--- src/rtl/dual_key_led_ctrl.sv ---
// Two-key debounced LED mode controller: IDLE, BLINK1, BLINK2, AND_ON.
// Define AUTO_OFF_EN to return blink modes to IDLE after 32 LED toggles.
module dual_key_led_ctrl #(
  parameter int CNT_MAX    = 1000000,
  parameter int BLINK_HALF = 12500000
) (
  input  logic       clk,
  input  logic       rst,
  input  logic       key1,
  input  logic       key2,
  output logic       led,
  output logic [1:0] mode,
  output logic       key1_flag,
  output logic       key2_flag
);

  localparam int CW = $clog2(CNT_MAX);
  localparam int BW = $clog2(2 * BLINK_HALF);
  localparam logic [CW-1:0] CNT_LAST = CW'(CNT_MAX - 1);
  localparam logic [BW-1:0] B1_LAST  = BW'(BLINK_HALF - 1);
  localparam logic [BW-1:0] B2_LAST  = BW'(2 * BLINK_HALF - 1);

  typedef enum logic [1:0] {
    S_IDLE   = 2'b00,
    S_BLINK1 = 2'b01,
    S_BLINK2 = 2'b10,
    S_AND    = 2'b11
  } state_t;

  logic [1:0]    r_s1;
  logic [1:0]    r_s2;
  logic [1:0]    r_db;
  logic [1:0]    r_flag;
  logic [CW-1:0] r_dcnt [2];

  state_t        r_state;
  state_t        w_state;
  logic          r_led;
  logic          w_led;
  logic [BW-1:0] r_bcnt;
  logic [BW-1:0] w_bcnt;
  logic [BW-1:0] w_half_last;
  logic          w_blink;
  logic          w_wrap;

  // bit 0 is key1, bit 1 is key2 throughout
  always_ff @(posedge clk) begin
    if (rst) begin
      r_s1   <= '0;
      r_s2   <= '0;
      r_db   <= '0;
      r_flag <= '0;
      for (int i = 0; i < 2; i++) begin
        r_dcnt[i] <= '0;
      end
    end else begin
      r_s1   <= {key2, key1};
      r_s2   <= r_s1;
      r_flag <= '0;
      for (int i = 0; i < 2; i++) begin
        if (r_s2[i] == r_db[i]) begin
          r_dcnt[i] <= '0;
        end else if (r_dcnt[i] == CNT_LAST) begin
          r_db[i]   <= r_s2[i];
          r_flag[i] <= r_s2[i];
          r_dcnt[i] <= '0;
        end else begin
          r_dcnt[i] <= r_dcnt[i] + CW'(1);
        end
      end
    end
  end

`ifdef AUTO_OFF_EN
  logic [4:0] r_tog;
  logic [4:0] w_tog;
`endif

  always_ff @(posedge clk) begin
    if (rst) begin
      r_state <= S_IDLE;
      r_led   <= 1'b0;
      r_bcnt  <= '0;
`ifdef AUTO_OFF_EN
      r_tog   <= '0;
`endif
    end else begin
      r_state <= w_state;
      r_led   <= w_led;
      r_bcnt  <= w_bcnt;
`ifdef AUTO_OFF_EN
      r_tog   <= w_tog;
`endif
    end
  end

  always_comb begin
    w_state     = r_state;
    w_led       = r_led;
    w_bcnt      = r_bcnt;
    w_blink     = (r_state == S_BLINK1) || (r_state == S_BLINK2);
    w_half_last = (r_state == S_BLINK2) ? B2_LAST : B1_LAST;
    w_wrap      = (r_bcnt == w_half_last);
`ifdef AUTO_OFF_EN
    w_tog       = r_tog;
`endif

    if (&r_db) begin
      w_state = S_AND;
    end else begin
      unique case (r_state)
        S_AND: w_state = S_IDLE;
        S_IDLE: begin
          if (r_flag[0])      w_state = S_BLINK1;
          else if (r_flag[1]) w_state = S_BLINK2;
        end
        S_BLINK1: begin
          if (r_flag[0])      w_state = S_IDLE;
          else if (r_flag[1]) w_state = S_BLINK2;
        end
        S_BLINK2: begin
          if (r_flag[1])      w_state = S_IDLE;
          else if (r_flag[0]) w_state = S_BLINK1;
        end
        default: w_state = S_IDLE;
      endcase
`ifdef AUTO_OFF_EN
      if (w_blink && w_wrap && (r_tog == 5'd31)) begin
        w_state = S_IDLE;
      end
`endif
    end

    unique case (w_state)
      S_IDLE: begin
        w_led  = 1'b0;
        w_bcnt = '0;
      end
      S_AND: begin
        w_led  = 1'b1;
        w_bcnt = '0;
      end
      default: begin
        // entering or switching blink rate restarts the phase
        if (w_state != r_state) begin
          w_led  = 1'b1;
          w_bcnt = '0;
        end else if (w_wrap) begin
          w_led  = ~r_led;
          w_bcnt = '0;
        end else begin
          w_bcnt = r_bcnt + BW'(1);
        end
      end
    endcase

`ifdef AUTO_OFF_EN
    if (w_state != r_state) begin
      w_tog = '0;
    end else if (w_blink && w_wrap) begin
      w_tog = r_tog + 5'd1;
    end
`endif
  end

  assign led       = r_led;
  assign mode      = r_state;
  assign key1_flag = r_flag[0];
  assign key2_flag = r_flag[1];

endmodule

--- config.mk ---
export PLATFORM = sky130hd
export DESIGN_NAME = dual_key_led_ctrl
export DESIGN_NICKNAME = d
export VERILOG_FILES = /design/src/rtl/dual_key_led_ctrl.sv
export SDC_FILE = /design/constraint.sdc
export NUM_CORES = 1
export LEC_CHECK = 0
export BUFFER_PORTS_ARGS = -buffer_cell sky130_fd_sc_hd__buf_2
export CORE_ASPECT_RATIO = 1.25
export CORE_MARGIN = 2
export CORE_UTILIZATION = 54
export CTS_BUF_LIST = sky130_fd_sc_hd__clkbuf_4
export DETAILED_ROUTE_END_ITERATION = 8
export PLACE_DENSITY = 0.69
export SYNTH_ARGS = -nofsm -noshare
export SYNTH_HDL_FRONTEND = slang
export SYNTH_SLANG_ARGS = --single-unit
--- constraint.sdc ---
create_clock -name clk -period 4.6 [get_ports clk]
set_input_delay 0 -clock clk [delete_from_list [all_inputs] [get_ports clk]]
set_output_delay 0 -clock clk [all_outputs]
set_load 0.01 [all_outputs]
## Word-level counts from Yosys, hierarchy flattened

Memories as Yosys holds them, arrays and structs flattened.
Cells that the tools add are included.

| word-level totals | value |
|---|---|
| flip-flop bits (word level) | 36 |
| RAM bits | 40 |
| input port bits | 4 |
| memories | 1 |

| operators by class | value |
|---|---|
| $add $sub $neg | 3 |
| eq/ne operators | 10 |
| multiplexer cells | 41 |
| bitwise logic cells | 11 |
| reductions and logical operators | 9 |

Memories:

| name | words | width | rd ports | clocked after memory_dff | wr ports | line | text |
|---|---|---|---|---|---|---|---|
| r_dcnt | 2 | 20 | 2 | 0 | 2 | 34 | `logic [CW-1:0] r_dcnt [2];` |

Operators with widths:

| cell | number |
|---|---|
| $mux W20 | 6 |
| $add A20 B1 Y20 const B | 2 |
| $eq A20 B20 Y1 const B | 2 |
| $mux W1 | 26 |
| $add A25 B1 Y25 const B | 1 |
| $eq A25 B25 Y1 | 1 |
| $mux W25 | 1 |
| $mux W2 | 6 |
| $pmux W2 S4 | 1 |
| $eq A2 B2 Y1 const B | 3 |
| $or A1 B1 Y1 | 6 |
| $reduce_and A2 Y1 | 3 |
| $reduce_or A3 Y1 | 2 |
| $not A1 Y1 | 5 |
| $reduce_or A5 Y1 | 1 |
| $logic_not A2 Y1 | 2 |
| $reduce_bool A4 Y1 | 1 |
| $eq A1 B1 Y1 | 2 |
| $eq A2 B1 Y1 const B | 1 |
| $ne A2 B2 Y1 | 1 |
| $pmux W1 S2 | 1 |

## Longest topological paths before layout

Gate-level depths: netlist of run 1.

| logic depth | value |
|---|---|
| word-level depth | 7 |
| mapped depth | 9 |

## Worst setup path before layout of run 1

OpenSTA, ideal clock, no wires.

| timing | value |
|---|---|
| path type | register to register |
| start | register r_state[1] (netlist: mode[1]) |
| end | register r_bcnt[14] |
| library setup time | 65 ps |
| arrival | 1851 ps |
| data required time | 4535 ps |
| slack | 2684 ps |
| stages on the path, launching flop included | 9 |
| path through | dfxtp_1 -> nand2b_1 -> mux2_2 -> o21a_1 -> ha_1 -> nor4_1 -> nand2_2 -> buf_4 -> nor2_1 |

| between the ends | value |
|---|---|
| longest elaborated chain between the ends | 6 |
| elaborated cells on any way between the ends | 17 |
| classes of those cells | 6 x eq/ne; 8 x mux; 3 x reduce/logical |

RTL lines:

| element | line | text |
|---|---|---|
| start, declared | 36 | `state_t r_state;` |
| start signal, assigned | 88 | `r_state <= w_state;` |
| $mux W2 (on tied branches) | 123, 115, 119 |  |
| $mux W2 (on tied branches) | 122, 114, 118 |  |
| $pmux W2 S4 | 111 | `unique case (r_state)` |
| $mux W2 | 108 | `if (&r_db) begin` |
| $ne A2 B2 Y1 (tied with other cells) | 145 | `if (w_state != r_state) begin` |
| $reduce_or A5 Y1 (no source line) * | -- |  |
| end signal, assigned | 90 | `r_bcnt <= w_bcnt;` |
| end, declared | 40 | `logic [BW-1:0] r_bcnt;` |

Mark *: on every way between the ends. The rest lies on a longest branch, timed or not.
A chain may end at the register's enable or synchronous reset.

==> run summary, run 1 <==
The flow ran to the end, and the final reports show no timing, DRC or antenna violations. At the end of the flow the core is filled with cells to 63.1%. The most area-hungry cell type in the Yosys netlist was edfxtp_1. The run gives 0 as the final count of negative-setup-slack endpoints. After synthesis the cells add up to 3720 um2. In this run the clock root is driven by a clkbuf_4.

For this run, the number of Yosys warnings is 0. The share of cells above drive strength 1 works out to 8.12%. In the synthesized netlist, the number of instances is 371.

The number of clock buffers added by TritonCTS is 9. The number of enable-type register cells in the synthesized netlist is 40, and the starting utilization of the core area is 56.3%. The post-cts sizing count is 0, and the initial antenna violation count is 0.

The worst hold slack across all endpoints came out at 451 ps. Internal power comes to 0.960 mW. The congestion estimate from routability-driven global placement came to 0.867. In the synthesized netlist the async set-or-reset flop fraction comes to 0%. The floorplan step defined a die boundary enclosing 7570 um2. After detailed placement, the design holds a cell count of 497. The critical path's largest stage delay is 630 ps.

Kind of start point of the critical path: a flop. The setup TNS is 0 ps, and the share of the clock period used by the worst path after layout is 51.8%. For this design the static power due to leakage is 1.47 nW. The largest individual stage delay along the critical path comes from the cell or3_1. Summed over all layers, the routed wires come to 6350 um. For the count of inserted antenna diode cells, the log shows 0.

Setup repair after global routing left no endpoint under its margin. For the pin with the worst max-slew slack, the measured transition is 823 ps. The share of the synthesized area in the top cell type works out to 32.3%. Global routing consumed, on the met3 layer, 4.57% of the routing resources. The run gives 9 as the number of placed I/O pins.

The run gives 518 as the number of standard cells in the layout, taps in and fillers out. Routing usage on met1: 24.0%. The net switching power of the design is 0.258 mW. Buffers placed on the I/O ports in this run total 8.

The area growth from synthesis to layout is 12.1%. In the final routed layout, each cell accounts on average for 12.3 um. Achievable clock frequency: 0.419 GHz.

No sink is reached through more buffers than the 2 on the longest clock path. Via count of the first global-routing pass: 2623. The clock-pin slew reported for the worst setup and hold paths after clock tree synthesis is 110 ps, and the fill cell total of the finished layout is 604. For this run the aggregate overflow at the end of global routing stands at 0.

The minimum clock period was 2380 ps; the core area was 6610 um2. In the final layout, flip-flops and latches occupy 1920 um2. The logs give 0 for the remaining antenna violation count after routing and 18.6% for the global routing usage summed across all routing layers. The post-CTS repair timing setup buffer count is 0. The count of maximum capacitance violations is 0.

The tools report the total area of multi-input combinational cells as 1870 um2. The final max-slew violation count is 0, and the average size of a mapped cell is 10.0 um2. The prevailing post-synth register cell was edfxtp_1. The library cells used most frequently in the layout, excluding fill and tap cells, are nor2_1, xor2_1, edfxtp_1, conb_1, dfxtp_1. The HPWL after detailed placement was 4540 um.

The data required time at the worst endpoint is 4740 ps. The H-tree was split into 3 levels. TritonCTS built the clock tree. Sorting the synthesized cells by area gives the leading types as edfxtp_1, dfxtp_1, xor2_1.

Worst-path maximum fanout: 20. The number of different library cells used by synthesis comes to 40. From bottom edge to top edge, the die measures 96.8 um.

The logs give 1.22 mW for the sum of internal, switching and leakage power and 2530 ps for the arrival time reported for the critical path endpoint. For this run, the detailed router's first-pass iteration total came to 4. The number of clock sinks came out at 76. In the final design database the tool counted 435 nets. The clock latency reported for the late side of the worst-skew pair was 410 ps; the power per cell area was 292 nW/um2. The number of hold violations in the final report is 0.

The tools report the power share of the clock group as 35.7%. The switching share of power works out to 21.2%. In this run the most used layer during global routing was met2. Sequential cells account for 61.3% of the total power. Horizontal die dimension: 78.2 um.

The sort of element at the end of the critical path is a flop. The maximum number of pins on one net before global-route repair was 25; the post-detailed-route DRC marker count was 0. For the relative slew slack, the log shows 44.6%. The critical path in this run is classified as reg2reg. Combinational logic burns 3.0% of the power. The logs give 180 uV for the maximum ir drop on the vdd rail and 51.6% for the sequential element share of the synthesized area. The first global-routing pass estimated 11200 um of wire.

Global routing consumed, on the met2 layer, 29.2% of the routing resources. The library cell used most frequently in the layout, excluding fill and tap cells, is nor2_1. The register bit total from synthesis is 76. Hold repair after CTS inserted 5 buffers.

The clock arrives with 15.1 ps of skew. The path class of the tightest hold or removal check is reg2reg. For the number of DRC markers in iteration 0, the log shows 101.

Traced cell by cell, the critical path runs through nor4b_1, nand2_1, nor4_1, or3_1, nor2_1. The routed layout has 2669 vias. The tools report the count of standard-cell rows as 33. After detailed routing, the number of vias per cell comes to 5.15.
-- per-layer routing --
metal	vias up	part of all wire [%]
met4	0	2.1
met2	36	48
met5	-	0
li1	1365	-
met1	1256	47
met3	12	2.7
-- layout make-up --
type,instances,area share [%]
repair buffers,13,2.16
clock buffers,9,1.62
clock inverters,7,1.95
inverters,9,0.810
well taps,87,2.61
flip-flops and latches,76,46.1
multi-input cells,317,44.8
-- worst paths after layout --
check / start / end / slack (ps) / cells after the start
max: r_dcnt[1][11] / r_dcnt[1][13] / 2220 / 5
max reg2reg: r_dcnt[1][11] / r_dcnt[1][13] / 2220 / 5
min reg2reg: r_s1[0] / r_s2[0] / 450 / 1
min: r_s1[0] / r_s2[0] / 450 / 1
-- sequential cells by signal (all words and copies together), names as in the netlist --
signal	count
r_dcnt	40
r_bcnt	25
r_db	2
r_s1	2
led	1
mode	2
r_flag	2
r_s2	2
-- power groups by stage --
stage	clock, mW	combinational (mW)	sequential [mW]
after floorplan	0	0.0279	0.757
after global placement	0	0.0320	0.760
after detailed placement	0	0.0322	0.762
after CTS	0.447	0.0357	0.746
after global routing	0.482	0.0428	0.749
final	0.435	0.0367	0.746
-- critical path: cells and delay by family, from the launching register on --
kind          cells  cell delay [ps]
flops             1              460
simple gates      5             1650
-- synth_stat cells, types with 2 or more instances --
master    count
nor2_1       82
xor2_1       44
edfxtp_1     40
dfxtp_1      36
nand3_1      30
nand2_1      19
xnor2_1      18
nand4_1      17
and3_1       10
inv_1         9
nor4_1        6
buf_2         5
ha_1          5
nor2b_1       5
and4_1        4
nand2b_1      4
nor4b_1       4
nor3_1        3
nor4_2        3
or3_1         3
a21oi_1       2
and2_1        2
buf_4         2
o21a_1        2
-- through the flow --
step	setup slack (ps)	cell area, um2
6_report	2220	4170
5_1_grt	1830	4170
4_1_cts	2170	4170
3_5_place_dp	2180	3970
3_3_place_gp	2320	3970
2_1_floorplan	2680	3870
-- cells by family (layout without fill, tap and decap cells) --
kind of cell / Yosys count / after routing / share of synthesized area [%]
other: 1 / 40 / 0.101
adders and majority gates: 5 / 5 / 1.68
buffers and inverters: 17 / 38 / 2.08
and+or+nand+nor: 198 / 198 / 26.9
AOI/OAI and AO/OA: 10 / 10 / 2.45
DFF: 76 / 76 / 51.6
xor gates and xnor gates: 62 / 62 / 14.6
muxes: 2 / 2 / 0.572
Power figures use the tool's default switching activity.
==> inputs of run 2 (changes only) <==
ABC_AREA = 1   (was unset)
clock period = 2.3 ns   (was 4.6 ns; I/O delays follow)
==> run summary, run 2 <==
The flow ran to the end, and the final reports show no timing, DRC or antenna violations. The setup slack of the most critical reg-to-reg path is 290 ps (was 2220 ps). The run gives 0 (unchanged) as the number of warning messages in the yosys log.

TritonCTS built the clock tree. For the final core utilization, the log shows 61.4% (was 63.1%). Commonest cells in the synthesized netlist: nand2_1, nor2_1, inv_1, edfxtp_1, dfxtp_1 (was nor2_1, xor2_1, edfxtp_1, dfxtp_1, nand3_1). Worst-path maximum fanout: 25 (was 20). The core area is 7840 um2 (was 6610 um2).

For the fill cell total of the finished layout, the log shows 739 (was 604). For the first-pass GRT wire length, the log shows 14800 um (was 11200 um). The share of cells above drive strength 1 was 11.8% (was 8.12%). Share of the clock period used by the worst path after layout: 87.4% (was 51.8%). The setup TNS is 0 ps (unchanged), and the minimum clock period is 2010 ps (was 2380 ps). The cell leakage power was 1.77 nW (was 1.47 nW); the deepest clock path buffer count was 2 (unchanged).

Kind of critical path: reg2reg (unchanged). The most frequent cell after synthesis is nand2_1 (was nor2_1). The tools report the maximum ir drop on the vdd rail as 493 uV (was 180 uV). The net switching power of the design came out at 0.577 mW (was 0.258 mW). The total routed wirelength is 8580 um (was 6350 um), and the achievable clock frequency is 0.497 GHz (was 0.419 GHz). The total of buffers placed on input and output ports is 8 (unchanged). The share of the synthesized area in the top cell type is 27.6% (was 32.3%), and the maximum number of pins on one net before global-route repair is 26 (was 25). The run gives 12.8 ps (was 15.1 ps) as the worst clock skew. The hold buffer count at cts came out at 5 (unchanged). The post-cts sizing count is 0 (unchanged). The switching share of power was 24.1% (was 21.2%).

The final max-slew violation count is 0 (unchanged), and the starting utilization of the core area is 55.6% (was 56.3%). The total number of vias is 3723 (was 2669), and the number of hold violations in the final report is 0 (unchanged). The tools report the hold path endpoint as r_s2[0] (unchanged).

The logs give 2670 ps (was 4740 ps) for the data required time at the worst endpoint and 708 (was 497) for the instance count after placement with tap cells included. The tools report the hold path startpoint as r_s1[0] (unchanged). The number of clock sinks is 76 (unchanged). The horizontal die dimension came out at 84.3 um (was 78.2 um). The tools report the sort of element at the end of the critical path as a flop (unchanged). The run gives 6480 um (was 4540 um) as the HPWL after detailed placement.

The met1 routed wirelength after detailed routing is 3770 um (was 3000 um). The tools report the number of placed I/O pins as 9 (unchanged). The prevailing post-synth register cell is edfxtp_1 (unchanged). The average size of a mapped cell was 7.64 um2 (was 10.0 um2). The number of flip-flops in the largest register was 40 (unchanged). Capture point of the worst reg-to-reg path: r_bcnt[8] (was r_dcnt[1][13]). The run gives 8810 um2 (was 7570 um2) as the area of the die. The sequential cell fraction of total power is 62.4% (was 61.3%), and the sequential element share of the synthesized area is 44.1% (was 51.6%). For the final weighted congestion in routability-driven placement, the log shows 0.859 (was 0.867).

The global routing usage summed across all routing layers came out at 20.7% (was 18.6%). Number of instances on the worst hold path: 2 (was 1). Leading registers by flop count: r_dcnt (40), r_bcnt (25) (unchanged). The internal power component was 1.82 mW (was 0.960 mW). The tools report the maximum level of the CTS H-tree as 3 (unchanged). The count of standard-cell rows was 36 (was 33); the worst hold slack across all endpoints was 397 ps (was 451 ps). The depth of the worst register-to-register path is 7 (was 5).

The run gives 35 (was 40) as the number of distinct library cells after synthesis. The area growth from synthesis to layout came out at 10.5% (was 12.1%). The clock buffer count from CTS is 9 (unchanged), and the remaining antenna violation count after routing is 0 (unchanged). The tools report the origin of the critical flop-to-flop path as r_flag[1] (was r_dcnt[1][11]). Commonest cells after routing, fill and taps aside: nand2_1, nor2_1, inv_1 (was nor2_1, xor2_1, edfxtp_1, conb_1, dfxtp_1).

The critical path's largest stage delay is 450 ps (was 630 ps). The type of the tightest min-delay check was reg2reg (unchanged). The floorplan die height is 104 um (was 96.8 um), and the number of DRC markers in iteration 0 is 236 (was 101). The tools report the root buffer cell as clkbuf_4 (unchanged). The met3 routed wirelength is 206 um (was 170 um), and the met2 layer wire length in the routed design is 4300 um (was 3050 um). The initial antenna violation count came out at 0 (unchanged).

The logs give 3507 (was 2623) for the via count of the first global-routing pass and 4360 um2 (was 3720 um2) for the total standard cell area after synthesis. The post-detailed-route DRC marker count was 0 (unchanged). The tools report the clock latency reported for the late side of the worst-skew pair as 430 ps (was 410 ps).

The tools report the cell count after synthesis as 570 (was 371). The final count of negative-setup-slack endpoints was 0 (unchanged). The largest register by flop count is r_dcnt (unchanged). For the count of maximum capacitance violations, the log shows 0 (unchanged). The fraction of registers with async set or reset after synthesis is 0% (unchanged), and the arrival time reported for the critical path endpoint is 2380 ps (was 2530 ps). The number of enable-type register cells in the synthesized netlist is 40 (unchanged), and the mean number of vias per cell is 5.11 (was 5.15). The register bit total from synthesis works out to 76 (unchanged). The most frequent standard cell in the layout excluding fill and tap cells is nand2_1 (was nor2_1). The tools report the power share of the clock group as 33.8% (was 35.7%).

The kind of start point of the critical path was a flop (unchanged). The number of standard cells in the layout, taps in and fillers out is 729 (was 518). CP cell instances: nand2_1, nand3_1, nand3_2, ha_1, nor3_1, nand3_4, a21oi_1 (was nor4b_1, nand2_1, nor4_1, or3_1, nor2_1).

The power per cell area is 497 nW/um2 (was 292 nW/um2). The share of power burned in combinational logic came out at 3.8% (was 3.0%). The run gives 0 (unchanged) as the post-CTS repair timing setup buffer count. Most area-hungry cell type in the Yosys netlist: edfxtp_1 (unchanged). Setup repair after global routing left no endpoint under its margin. The final layout net count came out at 638 (was 435). The slowest library cell on the worst path is dfxtp_1 (was or3_1). Cells taking the most area after synthesis: edfxtp_1, dfxtp_1, nand2_1 (was edfxtp_1, dfxtp_1, xor2_1). The clock-pin slew reported for the worst setup and hold paths after clock tree synthesis is 130 ps (was 110 ps), and the leftover overflow at the end of global routing is 0 (unchanged). The count of inserted antenna diode cells came out at 0 (unchanged). The highest metal layer with signal wires is met4 (unchanged). The total iterations of the first detailed-routing run was 4 (unchanged); the average wire length per cell after detail routing was 11.8 um (was 12.3 um).
==> run 2: cell count changes in the layout (fill, tap and decap cells not counted), moves of 13 or more <==
| cell | previous run | this run |
|---|---|---|
| a21oi_1 | 2 | 26 |
| inv_1 | 9 | 66 |
| nand2_1 | 19 | 133 |
| nor2_2 | 0 | 13 |
| nor3_1 | 3 | 27 |
| xor2_1 | 44 | 14 |
==> run 2: kinds of logic (layout without fill, tap and decap cells) <==
group | Yosys count | in the layout | synth area share (%)
other | 1 | 40 | 0.0861
buffers and inverters | 75 | 100 | 7.06
and+or+nand+nor | 348 | 348 | 37.2
adders and majority gates | 5 | 5 | 1.44
AOI/OAI and AO/OA | 43 | 43 | 5.71
xor gates and xnor gates | 22 | 22 | 4.42
DFF | 76 | 76 | 44.1
==> run 2: power groups by stage <==
stage                     clock network, mW  registers (mW)  logic [mW]
final                                 0.808            1.49      0.0915
after detailed placement                  0            1.52      0.0832
after floorplan                           0            1.51      0.0692
after global placement                    0            1.52      0.0821
after global routing                  0.880            1.50       0.107
after CTS                             0.832            1.49      0.0900
==> run 2: critical path: cells and delay by family, from the launching register on <==
kind            cells  cell delay [ps]
simple gates        5             1000
flops               1              450
compound gates      1              250
fa+ha+maj           1              240
==> run 2: metrics by stage <==
stage                     instance area, um2  power [mW]  setup WS [ps]
final                                   4810        2.39            290
after global routing                    4810        2.49           95.5
after CTS                               4810        2.41            277
after detailed placement                4630        1.61            308
after global placement                  4630        1.60            392
after floorplan                         4500        1.58            625
==> run 2: cell type report <==
cell class	count	area [um2]	share of cell area (%)
multi-input cells	458	2270	47.2
flip-flops and latches	76	1920	39.9
inverters	69	260	5.41
well taps	95	119	2.47
repair buffers	15	105	2.18
clock buffers	9	67.6	1.40
clock inverters	7	67.6	1.40
==> run 2: worst max-delay path by stage <==
stage,from,endpoint,depth (start not counted)
3_3_place_gp,mode[0],r_bcnt[7],9
5_1_grt,mode[1],r_bcnt[7],9
4_1_cts,mode[0],r_bcnt[8],9
3_5_place_dp,mode[0],r_bcnt[7],9
2_1_floorplan,mode[1],r_bcnt[17],10
6_report,r_flag[1],r_bcnt[8],7
==> run 2: layer usage <==
layer	up-vias	GRT usage, %
li1	1945	-
met1	1689	24.6
met2	63	35.5
met3	26	3.02
met4	0	11.6
met5	-	0
==> inputs of run 3 (changes only) <==
CELL_PAD_IN_SITES_DETAIL_PLACEMENT = 0   (was unset)
CELL_PAD_IN_SITES_GLOBAL_PLACEMENT = 1   (was unset)
CORE_UTILIZATION = 44   (was 54)
PLACE_DENSITY = 0.77   (was 0.69)
clock period = 1.7 ns   (was 2.3 ns; I/O delays follow)
==> run summary, run 3 (synthesized netlist as in run 2, its figures left out) <==
The tools report the share of power burned in combinational logic as 5.5% (was 3.8%). The achievable clock frequency is 0.592 GHz (was 0.497 GHz). The number of flip-flops in the largest register was 40 (unchanged). The cell leakage power came out at 2.19 nW (was 1.77 nW). The kind of start point of the critical path was a flop (unchanged). The share of cells above drive strength 1 was 28.4% (was 11.8%); the clock latency reported for the late side of the worst-skew pair was 430 ps (about the same). The setup TNS was 0 ps (unchanged). The number of instances on the worst hold path is 2 (unchanged).

The worst-path maximum fanout is 5 (was 25), and the minimum clock period is 1690 ps (was 2010 ps). The clock-pin slew reported for the worst setup and hold paths after clock tree synthesis was 120 ps (was 130 ps); the area growth from synthesis to layout was 32.1% (was 10.5%). The logs give 59.9% (was 61.4%) for the final core utilization and 0 (unchanged) for the initial antenna violation count. The logs give 411 ps (was 397 ps) for the worst hold slack across all endpoints and 9 (unchanged) for the clock buffer count from CTS. The first-pass GRT wire length is 17000 um (was 14800 um), and the number of hold violations in the final report is 0 (unchanged). The total routed wirelength is 10400 um (was 8580 um), and the critical path's largest stage delay is 470 ps (was 450 ps). The total of buffers placed on input and output ports came out at 8 (unchanged). The number of placed I/O pins came out at 9 (unchanged). The run gives 378 uV (was 493 uV) as the maximum ir drop on the vdd rail. The slowest library cell on the worst path is edfxtp_1 (was dfxtp_1).

The tools report the final worst setup slack as 9.95 ps (was 290 ps). The hold path endpoint is r_s2[1] (was r_s2[0]). For the final weighted congestion in routability-driven placement, the log shows 0.821 (was 0.859).

The largest register by flop count was r_dcnt (unchanged). Leading registers by flop count: r_dcnt (40), r_bcnt (25) (unchanged). The net switching power of the design was 0.799 mW (was 0.577 mW); the mean number of vias per cell was 4.92 (was 5.11). The count of standard-cell rows was 40 (was 36). The type of the tightest min-delay check was reg2reg (unchanged). Capture point of the worst reg-to-reg path: r_dcnt[0][2] (was r_bcnt[8]). The kind of critical path was reg2reg (unchanged). For the post-detailed-route DRC marker count, the log shows 0 (unchanged).

The horizontal die dimension was 93 um (was 84.3 um); the sum of internal, switching and leakage power was 3.58 mW (was 2.39 mW). The worst clock skew was 15.1 ps (was 12.8 ps); the instance count after placement with tap cells included was 769 (was 708). The depth of the worst register-to-register path was 7 (unchanged); the switching share of power was 22.3% (was 24.1%).

The hold path startpoint was r_s1[1] (was r_s1[0]). The maximum level of the CTS H-tree was 3 (unchanged); the number of DRC markers in iteration 0 was 157 (was 236). The tools report the leftover overflow at the end of global routing as 0 (unchanged).

The post-placement cell area was 4940 um2 (was 4630 um2). Pre-CTS setup slack: -56.0 ps (was 308 ps). The logs give 21 (was 26) for the maximum number of pins on one net before global-route repair and 45.3% (was 55.6%) for the starting utilization of the core area.

The HPWL after detailed placement is 7310 um (was 6480 um). Setup repair after global routing could not meet its margin everywhere. The area of the die is 10700 um2 (was 8810 um2), and the power per cell area is 622 nW/um2 (was 497 nW/um2).

Most frequent standard cell in the layout excluding fill and tap cells: nand2_1 (unchanged). CP cell instances: nor2_2, nand4_1, nor3_4, nand2_2, nand2_4, clkbuf_16, nor3_2 (was nand2_1, nand3_1, nand3_2, ha_1, nor3_1, nand3_4, a21oi_1). The count of inserted antenna diode cells was 0 (unchanged); the final layout net count was 690 (was 638). Deepest clock path buffer count: 2 (unchanged). The root buffer cell was clkbuf_4 (unchanged). Floorplan die height: 115 um (was 104 um). The total iterations of the first detailed-routing run came out at 4 (unchanged). Origin of the critical flop-to-flop path: r_dcnt[0][8] (was r_flag[1]).

The count of maximum capacitance violations was 0 (unchanged). The core area is 9610 um2 (was 7840 um2), and the power share of the clock group is 38.4% (was 33.8%). The post-route standard cell area excluding fillers is 5760 um2 (was 4810 um2), and the number of clock sinks is 76 (unchanged). The remaining antenna violation count after routing was 0 (unchanged). TritonCTS built the clock tree.

The run gives 812 (was 729) as the number of standard cells in the layout, taps in and fillers out. The tools report the final count of negative-setup-slack endpoints as 0 (unchanged). The sequential cell fraction of total power was 56.1% (was 62.4%); the data required time at the worst endpoint was 1890 ps (was 2670 ps). The tools report the via count of the first global-routing pass as 3876 (was 3507). Arrival time reported for the critical path endpoint: 1880 ps (was 2380 ps). Commonest cells after routing, fill and taps aside: nand2_1, nor2_1, inv_1 (unchanged). The final max-slew violation count was 0 (unchanged); the global routing usage summed across all routing layers was 19.8% (was 20.7%).

The setup slack of the most critical reg-to-reg path came out at 10 ps (was 290 ps). The sort of element at the end of the critical path is a flop (unchanged). The flow ran to the end, and the final reports show no timing, DRC or antenna violations. Average wire length per cell after detail routing: 12.9 um (was 11.8 um). The total number of vias was 3991 (was 3723).

For the internal power component, the log shows 2.78 mW (was 1.82 mW). The share of the clock period used by the worst path after layout came out at 99.4% (was 87.4%).
==> run 3: layout make-up <==
type                    instances  area (um2)
inverters                      69         260
clock buffers                   9        67.6
multi-input cells             458        2610
clock inverters                 7         105
repair buffers                 67         619
fillers                       913        3850
flip-flops and latches         76        1930
well taps                     126         158
==> run 3: worst max path at each step <==
stage / from / end / slack (ps) / cells past startpoint
final: r_dcnt[0][8] / r_dcnt[0][2] / 10 / 7
after global routing: r_dcnt[1][1] / r_dcnt[1][18] / -80 / 8
after detailed placement: r_flag[1] / r_bcnt[11] / -60 / 8
after CTS: r_dcnt[1][1] / r_dcnt[1][18] / 2 / 8
after global placement: r_dcnt[0][1] / r_dcnt[0][18] / 3 / 9
after floorplan: mode[1] / r_bcnt[17] / 30 / 10
==> run 3: repair_timing <==
item,in CTS,in global routing
gates cloned,0,5
endpoints found under the setup margin,39,66
resized for setup,3,93
endpoints found under the hold margin,9,0
buffers inserted,1,16
hold buffers,5,0
pin swaps,0,25
==> run 3: critical path, delay by kind of cell (launching register included) <==
family	cells	cell delay, ps
AND/OR/NAND/NOR	6	800
buffers and inverters	1	170
flip-flops	1	470
==> run 3: power groups by stage <==
stage          combinational (mW)  clock (mW)  sequential [mW]
6_report                    0.198        1.37             2.01
5_1_grt                     0.225        1.47             2.02
4_1_cts                     0.162        1.43             2.01
3_5_place_dp                0.150           0             2.05
3_3_place_gp                0.149           0             2.05
2_1_floorplan              0.0936           0             2.05
==> run 3: per-layer routing <==
| layer | track usage (%) | part of all wire, % | vias to the layer above |
|---|---|---|---|
| li1 | - | - | 2046 |
| met4 | 6.86 | 2.3 | 0 |
| met1 | 23.2 | 42 | 1848 |
| met2 | 35.7 | 52 | 78 |
| met3 | 4.46 | 3.4 | 19 |
| met5 | 0 | 0 | - |
